$ cat src/rtl/p_hit_min_reader.sv
// p_hit_min_reader: drains the p_hit_1 result FIFO and reduces each group of
// NUM_TRI signed Q16.16 hit distances to the closest valid hit of that ray.
// One {hit, idx, t} record per ray is pushed into a downstream FIFO.
module p_hit_min_reader #(
    parameter int                 Q_BITS  = 16,
    parameter int                 NUM_TRI = 4,
    parameter int                 IDX_W   = 16,
    parameter logic signed [31:0] T_EPS   = 32'sd1
) (
    input  logic                    clock,
    input  logic                    reset,
    input  logic signed [31:0]      in_dout,
    input  logic                    in_empty,
    output logic                    in_rd_en,
    output logic signed [31:0]      out_t,
    output logic [IDX_W-1:0]        out_idx,
    output logic                    out_hit,
    input  logic                    out_full,
    output logic                    out_wr_en,
    output logic                    busy
);

    // Q_BITS only documents the fixed-point format; comparisons use raw words.
    // An illegal parameter set stops elaboration instead of silently misbehaving.
    generate
        if (NUM_TRI < 1 || NUM_TRI > 65535 || Q_BITS < 0 || Q_BITS > 31 || IDX_W < 1) begin : g_bad_param
            $error("p_hit_min_reader: illegal parameter set");
        end
    endgenerate

    localparam int                 CNT_W    = 16;
    localparam logic [CNT_W-1:0]   LAST_CNT = CNT_W'(NUM_TRI - 1);
    localparam logic signed [31:0] T_INF    = 32'sh7FFFFFFF;

    typedef enum logic {
        S_ACC,
        S_EMIT
    } state_t;

    state_t              state;
    state_t              next_state;
    logic [CNT_W-1:0]    count;
    logic signed [31:0]  best_t;
    logic [IDX_W-1:0]    best_idx;
    logic                best_hit;

    logic                pop;
    logic                take;
    logic                last;
    logic signed [31:0]  cand_t;
    logic [IDX_W-1:0]    cand_idx;
    logic                cand_hit;

    // Candidate best after folding in the element at the FIFO head.
    // Strict less-than means ties keep the earlier (lower) triangle index.
    always_comb begin
        take     = (in_dout > T_EPS) && (in_dout < best_t);
        cand_t   = take ? in_dout : best_t;
        cand_idx = take ? IDX_W'(count) : best_idx;
        cand_hit = take | best_hit;
        last     = (count == LAST_CNT);
    end

    // Handshakes, busy flag and next-state; nothing is popped or written while reset is held.
    always_comb begin
        next_state = state;
        in_rd_en   = 1'b0;
        out_wr_en  = 1'b0;
        pop        = 1'b0;
        busy       = (count != '0) || (state == S_EMIT);
        case (state)
            S_ACC: begin
                in_rd_en = reset && !in_empty;
                pop      = in_rd_en;
                if (pop && last) begin
                    next_state = S_EMIT;
                end
            end
            S_EMIT: begin
                out_wr_en = reset && !out_full;
                if (out_wr_en) begin
                    next_state = S_ACC;
                end
            end
            default: begin
                next_state = S_ACC;
            end
        endcase
    end

    // State register.
    always_ff @(posedge clock or negedge reset) begin
        if (!reset) begin
            state <= S_ACC;
        end else begin
            state <= next_state;
        end
    end

    // Running minimum, element counter and the registered output record.
    always_ff @(posedge clock or negedge reset) begin
        if (!reset) begin
            count    <= '0;
            best_t   <= T_INF;
            best_idx <= '0;
            best_hit <= 1'b0;
            out_t    <= '0;
            out_idx  <= '0;
            out_hit  <= 1'b0;
        end else begin
            if (pop) begin
                best_t   <= cand_t;
                best_idx <= cand_idx;
                best_hit <= cand_hit;
                if (last) begin
                    out_t   <= cand_t;
                    out_idx <= cand_idx;
                    out_hit <= cand_hit;
                    count   <= '0;
                end else begin
                    count <= count + 1'b1;
                end
            end
            if (out_wr_en) begin
                best_t   <= T_INF;
                best_idx <= '0;
                best_hit <= 1'b0;
            end
        end
    end

endmodule

$ cat config.mk
export PLATFORM = sky130hd
export DESIGN_NAME = p_hit_min_reader
export DESIGN_NICKNAME = d
export VERILOG_FILES = /design/src/rtl/p_hit_min_reader.sv
export SDC_FILE = /design/constraint.sdc
export NUM_CORES = 1
export LEC_CHECK = 0
export CORE_MARGIN = 1.5
export CORE_UTILIZATION = 25
export DETAILED_ROUTE_END_ITERATION = 12
export GPL_TIMING_DRIVEN = 1
export SYNTH_ARGS = -nofsm -noshare
export SYNTH_HDL_FRONTEND = slang
export SYNTH_SLANG_ARGS = --single-unit
$ cat constraint.sdc
create_clock -name clock -period 4.9 [get_ports clock]
set_input_delay 1.225 -clock clock [delete_from_list [all_inputs] [get_ports clock]]
set_output_delay 1.225 -clock clock [all_outputs]
set_load 0.02 [all_outputs]
==> flow_summary.yaml, run 1 <==
clocking:
  clkSlewWorstSetupHoldPaths_ns: 0.05
  hold_buffers: 0
  clk_path_buf_depth: 2
  cts.root.buffer_cell: "clkbuf_16"
  clk_latency_ns: 0.42
  cts_made_buffers: 17
  cts_sinks: 115
  cts_tree: "built"
  postCtsSetupBuffers: 0
  cts.htree.levels: 4
  cts_resized: 0
grt:
  overflow: 0
  grt_max_degree: 65
  grt_first_pass_wirelength_um: 25200
  antenna_found_initial: 0
  grt_usage_pct: 13.2
  grt_pass1_vias: 4687
timing:
  fin_crit_ns: 3.93
  finClkSkew_ns: 0.0106
  finalSetupTns_ns: 0
  slew_headroom_pct: 40.1
  timing.final.ws_setup_ns: 0.974
  max_freq_ghz: 0.255
  period_share_pct: 80.1
  finalMaxSlewViolations: 0
  setup_viol: 0
  tightest_slew_ns: 0.898
  final-hold-violation-count: 0
  rsz0062_at_grt: "false"
power_and_ir_drop:
  combPwrFrac_pct: 24.3
  pwr-share-clk_pct: 39.3
  p_sw_mw: 0.965
  power_density_nw_per_um2: 444
  finalPower_mw: 3.51
  pwr-share-seq_pct: 36.4
  vdd_drop_max_mv: 0.284
  cellLeakagePower_nw: 3.43
  p_sw_share_pct: 27.5
  p_int_mw: 2.55
floorplan:
  die_w_um: 158
  die_area_um2: 25000
  dieHeight_um: 158
  core_um2: 23500
  initial_core_util_pct: 25.6
  io_pins: 88
  placementRows: 56
yosys:
  syn_area_um2: 6020
  ys_types: 45
  synth_nets: 659
  yosysWarnings: 0
  async_reset_ff_share_pct: 100
  synth_seq_cells: 115
  synth_flop_cell: "dfrtp_1"
  synthCells: 590
  synth.avg_cell_area_um2: 10.2
  ys_seq_area_share_pct: 48.4
  synth_edf_count: 0
critical_path:
  cp.arrival_ns: 4.20
  cp_slowest_cell: "and2_1"
  worstSetupPathType: "primary input to register"
  crit_family: "simple AND/OR/NAND/NOR gates"
  critPathCaptureType: "register"
  crit_path_cell_trace: "clkdlybuf4s50_1, ha_1, and4_1, and4bb_2, and3_1, a22oi_1, o211a_1, buf_4, and2_1, o21ai_0"
  worstPathRequired_ns: 5.17
  worst-path-buf-inv: 2
  setup.worst_path.start_class: "primary input"
  slowest_delay_ns: 0.51
  cp_max_fo: 36
detailed_routing:
  vias: 4583
  drcViolationCount: 0
  drt_iter0_drc: 221
  firstDrtPassIters: 4
  wl_um: 15500
  vias_per_cell: 4.55
  ant_nets: 0
  post_drt_wl_per_cell_um: 15.4
layout:
  antenna_cells: 0
  fillers: 2410
  fin_nets: 746
  drive_above_1_share_pct: 16.3
  synthToLayoutAreaGrowth_pct: 31.1
run_status:
  outcome: "finished, final reports clean"
placement:
  detailed_place_hpwl_um: 10700
  pre_cts_slack_ns: 0.545
  portBuffers: 87
  place_congestion: 0.759
job:
  cap_violations: 0
hold_path:
  hp-class: "register to register"
==> final cells by class <==
| class | count | area [um2] | share of cell area, % |
|---|---|---|---|
| Tap cell | 319 | 399 | 5.05 |
| Sequential cell | 115 | 2920 | 36.9 |
| Inverter | 53 | 199 | 2.52 |
| Timing Repair Buffer | 101 | 998 | 12.6 |
| Clock buffer | 22 | 474 | 6.00 |
| Multi-Input combinational cell | 389 | 2740 | 34.6 |
| Clock inverter | 9 | 176 | 2.23 |
==> worst paths after layout <==
kind / cells after the start / startpoint / endpoint / slack [ns]
worst max-delay path: 10 / in_dout[23] / out_idx[7] / 0.97
worst min-delay path: 2 / out_idx[3] / out_idx[3] / 0.48
worst max register to register: 10 / best_t[5] / out_idx[7] / 1.75
worst min register to register: 2 / out_idx[3] / out_idx[3] / 0.48
max in group asynchronous: 3 / reset / out_idx[2] / 2.66
min in group asynchronous: 2 / reset / count[1] / 0.94
==> worst register-to-register path, delay by kind of cell (launching register included) <==
kind | cells | cell delay [ns]
compound gates | 6 | 1.23
fa+ha+maj | 1 | 0.29
buf+inv | 2 | 0.45
flops | 1 | 0.51
simple gates | 1 | 0.51
==> Yosys cell counts (2+ instances only) <==
master / n / area share [%]
buf_6: 5 / 0.93
and3_1: 2 / 0.21
inv_1: 53 / 3.3
dfstp_2: 31 / 14
mux2_4: 31 / 7.7
nor2_1: 8 / 0.50
o211ai_1: 34 / 4.2
a211o_1: 2 / 0.29
nand4_1: 41 / 4.3
a21o_1: 3 / 0.37
a21oi_1: 10 / 0.83
buf_1: 7 / 0.44
o21a_1: 2 / 0.25
nand3_1: 8 / 0.66
dfrtp_1: 84 / 35
ha_1: 33 / 6.9
xnor2_1: 13 / 1.9
o21ai_0: 21 / 1.7
clkbuf_1: 18 / 1.1
nor4_1: 9 / 0.93
and4_1: 5 / 0.73
mux2i_1: 16 / 2.7
and2_1: 2 / 0.21
nand2_1: 125 / 7.8
nor3_1: 5 / 0.42
buf_8: 2 / 0.50
nand3b_1: 2 / 0.25
==> power groups by stage <==
stage	clock network, mW	registers [mW]	logic (mW)
global placement	0	1.29	0.838
CTS	1.40	1.28	0.865
detailed placement	0	1.29	0.860
floorplan	0	1.27	0.655
global route	1.45	1.30	0.980
finish	1.38	1.28	0.853
==> cells in the final DEF (no fill, tap or decap), types with 2 or more instances in the layout <==
cell | Yosys | routed
buf_12 | 0 | 2
clkbuf_8 | 0 | 3
buf_4 | 0 | 13
clkbuf_1 | 18 | 2
a21oi_1 | 10 | 10
nand3b_1 | 2 | 2
mux2i_1 | 16 | 16
nand4_1 | 41 | 41
nor3_1 | 5 | 5
xnor2_1 | 13 | 13
and4_1 | 5 | 5
clkdlybuf4s50_1 | 0 | 86
and2_1 | 2 | 2
clkbuf_16 | 0 | 17
dfrtp_1 | 84 | 84
o211ai_1 | 34 | 34
inv_1 | 53 | 53
mux2_4 | 31 | 31
nor4_1 | 9 | 9
dfstp_2 | 31 | 31
a21o_1 | 3 | 3
nand2_1 | 125 | 125
a211o_1 | 2 | 2
nand3_1 | 8 | 7
and3_1 | 2 | 2
ha_1 | 33 | 33
o21ai_0 | 21 | 21
clkinv_2 | 0 | 2
bufinv_16 | 0 | 5
nor2_1 | 8 | 8
o21a_1 | 2 | 2
==> routing by layer <==
layer  wire length (um)  up-vias  track usage (%)
met5                  0        -                0
met4                230        0             4.49
met3                907       18             4.49
met2               7240       81             20.6
met1               7160     2245             17.0
li1                   -     2239                -
==> cells by family (layout without fill, tap and decap cells) <==
family	after synthesis	count (layout)	synth area share, %
xor gates and xnor gates	13	13	1.89
DFF	115	115	48.4
adders and majority gates	33	33	6.85
muxes	47	47	10.4
and+or+nand+nor	212	212	16.7
buffers and inverters	86	185	6.38
AOI/OAI and AO/OA	84	84	9.35
==> through the flow <==
step	util, %	hold slack [ns]	cells	cell area (um2)
finish	33.6	0.479	1008	7900
detailed placement	30.8	0.478	977	7250
floorplan	-	0.465	590	6020
CTS	33.6	0.490	1008	7900
global placement	30.8	0.473	977	7250
global route	33.6	0.509	1008	7900
==> sequential cells by signal, indices dropped and copies added, names as in the netlist <==
register / cells
best_t: 32
out_t: 32
best_idx: 16
count: 16
out_idx: 16
best_hit: 1
out_hit: 1
state: 1
Note: power is estimated with default switching activity, not from simulation.
==> inputs of run 2 (changes only) <==
- clock period: 4.9 -> 3.85 ns (I/O delays scaled with it)
==> run 2 against run 1 <==
  * Combinational power rose by 32%
  * Total power up 23%
  * First-iteration DRC count up 0.45%
  * Utilization up 0.48 points
  * Via count grew 2.6%
  * Highest routed layer unchanged
  * Global-route usage increased by 0.46 points
  * Critical path depth is the same
  * Clock-buffer cell count decreased by 4
  * Cell count up 2.0%
  * Sequential power up 27%
  * Largest power group is now sequential cells
==> flow_summary.yaml, run 2 (synthesized netlist as in run 1, its figures left out) <==
clocking:
  hold_buffers: 0
  clkSlewWorstSetupHoldPaths_ns: 0.06
  clk_latency_ns: 0.41
  cts_made_buffers: 17
  postCtsSetupBuffers: 0
  cts.root.buffer_cell: "clkbuf_16"
  cts.htree.levels: 4
  cts_resized: 0
  clk_path_buf_depth: 2
  cts_sinks: 115
  cts_tree: "built"
detailed_routing:
  vias_per_cell: 4.58
  vias: 4704
  ant_nets: 0
  drcViolationCount: 0
  post_drt_wl_per_cell_um: 15.6
  firstDrtPassIters: 4
  drt_iter0_drc: 222
  wl_um: 16000
power_and_ir_drop:
  power_density_nw_per_um2: 541
  combPwrFrac_pct: 26.1
  p_sw_mw: 1.29
  cellLeakagePower_nw: 3.50
  pwr-share-clk_pct: 36.5
  vdd_drop_max_mv: 0.312
  finalPower_mw: 4.34
  pwr-share-seq_pct: 37.4
  p_int_mw: 3.05
  p_sw_share_pct: 29.7
layout:
  antenna_cells: 0
  multi_input_comb_area_um2: 2740
  fin_nets: 765
  fin_cells: 1028
  drive_above_1_share_pct: 18.9
  regArea_um2: 2920
  stdcell_area_um2: 8010
  synthToLayoutAreaGrowth_pct: 33.0
  layout_commonest_cell: "nand2_1"
  layout_common_cells: "125 x nand2_1, 86 x clkdlybuf4s50_1, 84 x dfrtp_1"
  post-route-util_pct: 34.0
  top_regs: "best_t: 32 flops, out_t: 32 flops"
  fillers: 2415
critical_path:
  reg2reg_depth: 10
  r2r_end: "out_idx[2]"
  cp_max_fo: 15
  crit_family: "compound AO/OA/AOI/OAI gates"
  worstPathRequired_ns: 4.12
  slowest_delay_ns: 0.50
  worst-path-buf-inv: 2
  setup.worst_path.start_class: "primary input"
  crit_path_cell_trace: "clkdlybuf4s50_1, ha_1, and2_1, a221oi_1, o21ai_0, a22oi_1, o211a_1, buf_4, and2_1, o21ai_0"
  cp_slowest_cell: "and2_1"
  worst-r2r-setup-slack_ns: 0.85
  worstSetupPathType: "primary input to register"
  worstReg2RegStart: "best_t[5]"
  cp.arrival_ns: 3.72
  critPathCaptureType: "register"
timing:
  finalSetupTns_ns: 0
  setup_viol: 0
  tightest_slew_ns: 1.03
  fin_crit_ns: 3.45
  finClkSkew_ns: 0.00803
  rsz0062_at_grt: "false"
  final-hold-violation-count: 0
  timing.final.ws_setup_ns: 0.399
  max_freq_ghz: 0.290
  finalMaxSlewViolations: 0
  holdWs_ns: 0.481
  slew_headroom_pct: 31.2
  period_share_pct: 89.6
placement:
  detailed_place_hpwl_um: 11000
  placed_area_um2: 7420
  place_congestion: 0.768
  numPlacedInstances: 996
  pre_cts_slack_ns: -0.0451
  portBuffers: 87
grt:
  grt_pass1_vias: 4815
  overflow: 0
  grt_max_degree: 79
  met1_usage_pct: 17.5
  antenna_found_initial: 0
  gr-usage-met3_pct: 5.20
  busiest_layer: "met2"
  met2_usage_pct: 21.1
  grt_first_pass_wirelength_um: 25900
  grt_usage_pct: 13.7
floorplan:
  die_w_um: 158
  dieHeight_um: 158
  initial_core_util_pct: 25.6
  die_area_um2: 25000
  core_um2: 23500
  placementRows: 56
  io_pins: 88
job:
  cap_violations: 0
hold_path:
  hold_end: "out_idx[12]"
  holdPathStages: 2
  min_from: "out_idx[12]"
  hp-class: "register to register"
run_status:
  outcome: "finished, final reports clean"
## run 2: cell types whose count changed in the layout (fill, tap and decap cells not counted)
cell | previous run | this run
clkinvlp_4 | 1 | 3
inv_8 | 0 | 1
buf_12 | 2 | 4
clkbuf_8 | 3 | 1
bufinv_16 | 5 | 2
clkinv_4 | 1 | 5
inv_6 | 0 | 1
clkbuf_1 | 2 | 0
buf_4 | 13 | 30
## run 2: cell type report
cell class	instances	share of cell area [%]
multi-input cells	389	34.2
repair buffers	120	14.6
inverters	53	2.48
flip-flops and latches	115	36.4
well taps	319	4.98
clock buffers	18	5.48
clock inverters	14	1.95
## run 2: worst max path at each step
stage	slack [ns]	endpoint	cells after the start	startpoint
6_report	0.40	out_idx[2]	10	in_dout[7]
5_1_grt	0.15	out_idx[9]	10	in_dout[7]
4_1_cts	0.40	out_idx[2]	10	in_dout[7]
3_5_place_dp	-0.05	out_idx[9]	10	in_dout[7]
3_3_place_gp	0.01	out_idx[9]	10	in_dout[7]
2_1_floorplan	0.60	best_hit	12	in_dout[9]
## run 2: power by group through the flow
stage | combinational [mW] | sequential [mW] | clock (mW)
3_5_place_dp | 1.13 | 1.64 | 0
5_1_grt | 1.28 | 1.65 | 1.68
3_3_place_gp | 1.11 | 1.64 | 0
4_1_cts | 1.14 | 1.62 | 1.61
2_1_floorplan | 0.834 | 1.62 | 0
6_report | 1.13 | 1.62 | 1.58
## run 2: layer usage
| metal | wire length (um) | up-vias |
|---|---|---|
| li1 | - | 2277 |
| met1 | 7200 | 2321 |
| met2 | 7480 | 94 |
| met3 | 1150 | 12 |
| met4 | 189 | 0 |
| met5 | 0 | - |
## run 2: worst register-to-register path: stages (launching register included)
cell	delay, ns
dfstp_2	0.52
inv_1	0.05
ha_1	0.29
a21o_1	0.19
a221oi_1	0.26
o21ai_0	0.25
a22oi_1	0.23
o211a_1	0.20
buf_4	0.18
and2_1	0.50
o21ai_0	0.19
==> RTL change, RTL diff (flow settings as in run 2) <==
Make the reset (`reset`) synchronous in 2 clocked blocks.
--- a/src/rtl/p_hit_min_reader.sv
+++ b/src/rtl/p_hit_min_reader.sv
@@ -89,7 +89,7 @@
     end
 
     // State register.
-    always_ff @(posedge clock or negedge reset) begin
+    always_ff @(posedge clock) begin
         if (!reset) begin
             state <= S_ACC;
         end else begin
@@ -98,7 +98,7 @@
     end
 
     // Running minimum, element counter and the registered output record.
-    always_ff @(posedge clock or negedge reset) begin
+    always_ff @(posedge clock) begin
         if (!reset) begin
             count    <= '0;
             best_t   <= T_INF;
Behaviour: differs if reset is asserted again (counterexample within 4 cycles, from zero or initial values and one cycle with reset low); with reset held inactive, the same outputs for 4 cycles.
==> RTL change against run 2 <==
Sequential share of layout area decreased by 4.5 points; area after synthesis decreased by 14%; sequential cell count unchanged; worst setup slack got worse by 0.13 ns; critical path depth decreased by 7; routed wire length decreased by 3.9%; cell area decreased by 10%; synthesized cell count decreased by 4.7%; cell count decreased by 6.9%; critical endpoint is now in_rd_en; largest cell class is now multi-input combinational cells; highest routed layer unchanged.
Power is not compared: it rests on default switching activity, and its combinational part moved more than twofold at a synthesized area within 25%.
==> RTL change: results (changes against run 2) <==
outcome complete, no violations; vias 4722 (+0.38%); Post-Place Cells 928 (-6.8%); Hold Crit Endpoint out_idx[2]; Final #Nets 746 (-2.5%); Synth top cells by count dfxtp_1, and3_1, inv_1; first-pass GRT wire length 25000 um (-3.5%); share of layout cells above drive strength 1 0.125 (-0.0638); wirelength, routed 15400 um (-3.9%); pin count of the biggest net entering global routing 43 (-46%); met1 wire length 7640 um (+6.2%); vias in the first global route 4630 (-3.8%); routability cong. 0.809 (+5.4%); Syn Inst Count 562 (-4.7%); reg-to-reg slack, setup 1.00 ns (+0.15 ns); sequential area share after synthesis 0.445 (-0.0396); met1 usage 0.204 (+0.0297); Hold Crit Depth 1 (-1); FILL cells 2060 (-15%); Met3 Routed Length 858 um (-25%); GR Layer Usage met2 0.218 (+0.00683); met2 routed WL 6700 um (-10%); DR iter-0 viols 348 (+57%); top cells by area, synth dfxtp_1, ha_1, a221o_1, and3_1, a31oi_1; Slew headroom 0.583 (+0.271); DP HPWL 10600 um (-3.5%); Worst EP arrival 2.62 ns (-1.10 ns); Fin Clk Skew 0.00928 ns (+0.00125 ns); R2R Path Start best_t[17]; Post-synth ARST share 0 (-1.00); worst setup path start reset; CP max FO 3 (-12); drt wl/cell 16.1 um (+3.2%); synth unique cells 41 (-8.9%)
[RTL change: power by group]
part / leakage, nW / switching (mW) / internal [mW]
Sequential: 0.930 / 0.0134 / 1.21
Combinational: 1.89 / 0.148 / 0.117
Clock: 0.284 / 0.531 / 0.974
Total: 3.10 / 0.691 / 2.30
[RTL change: through the flow]
stage,setup TNS [ns],util,hold slack [ns],cell area (um2)
2_1_floorplan,0,-,0.436,5180
4_1_cts,0,0.355,0.463,7210
3_3_place_gp,-0.285,0.327,0.446,6650
6_report,0,0.355,0.460,7210
5_1_grt,0,0.355,0.486,7210
3_5_place_dp,-1.35,0.327,0.455,6650
[RTL change: cells by family after synthesis]
| logic type | count (synthesis) | share of synthesized area |
|---|---|---|
| DFF | 115 | 0.445 |
| adders and majority gates | 33 | 0.0797 |
| xor gates and xnor gates | 15 | 0.0254 |
| buffers and inverters | 76 | 0.0599 |
| AOI/OAI and AO/OA | 139 | 0.199 |
| and+or+nand+nor | 184 | 0.192 |
[RTL change: worst max path at each step]
stage	end	slack (ns)	cells after the start
floorplan	out_t[25]	0.57	8
global placement	out_t[21]	-0.02	10
detailed placement	out_t[20]	-0.05	10
CTS	in_rd_en	0.22	3
global route	busy	0.09	4
finish	in_rd_en	0.27	3
[RTL change: final cells by class]
class | instances | share of cell area
clock buffers | 24 | 0.0710
clock inverters | 5 | 0.00694
inverters | 35 | 0.0182
multi-input cells | 371 | 0.358
flip-flops and latches | 115 | 0.319
well taps | 270 | 0.0469
repair buffers | 137 | 0.180
[RTL change: worst max-delay path, stage by stage]
cell and delay [ns]:
clkdlybuf4s50_1 0.58, nor3b_1 0.39, clkdlybuf4s50_1 0.69
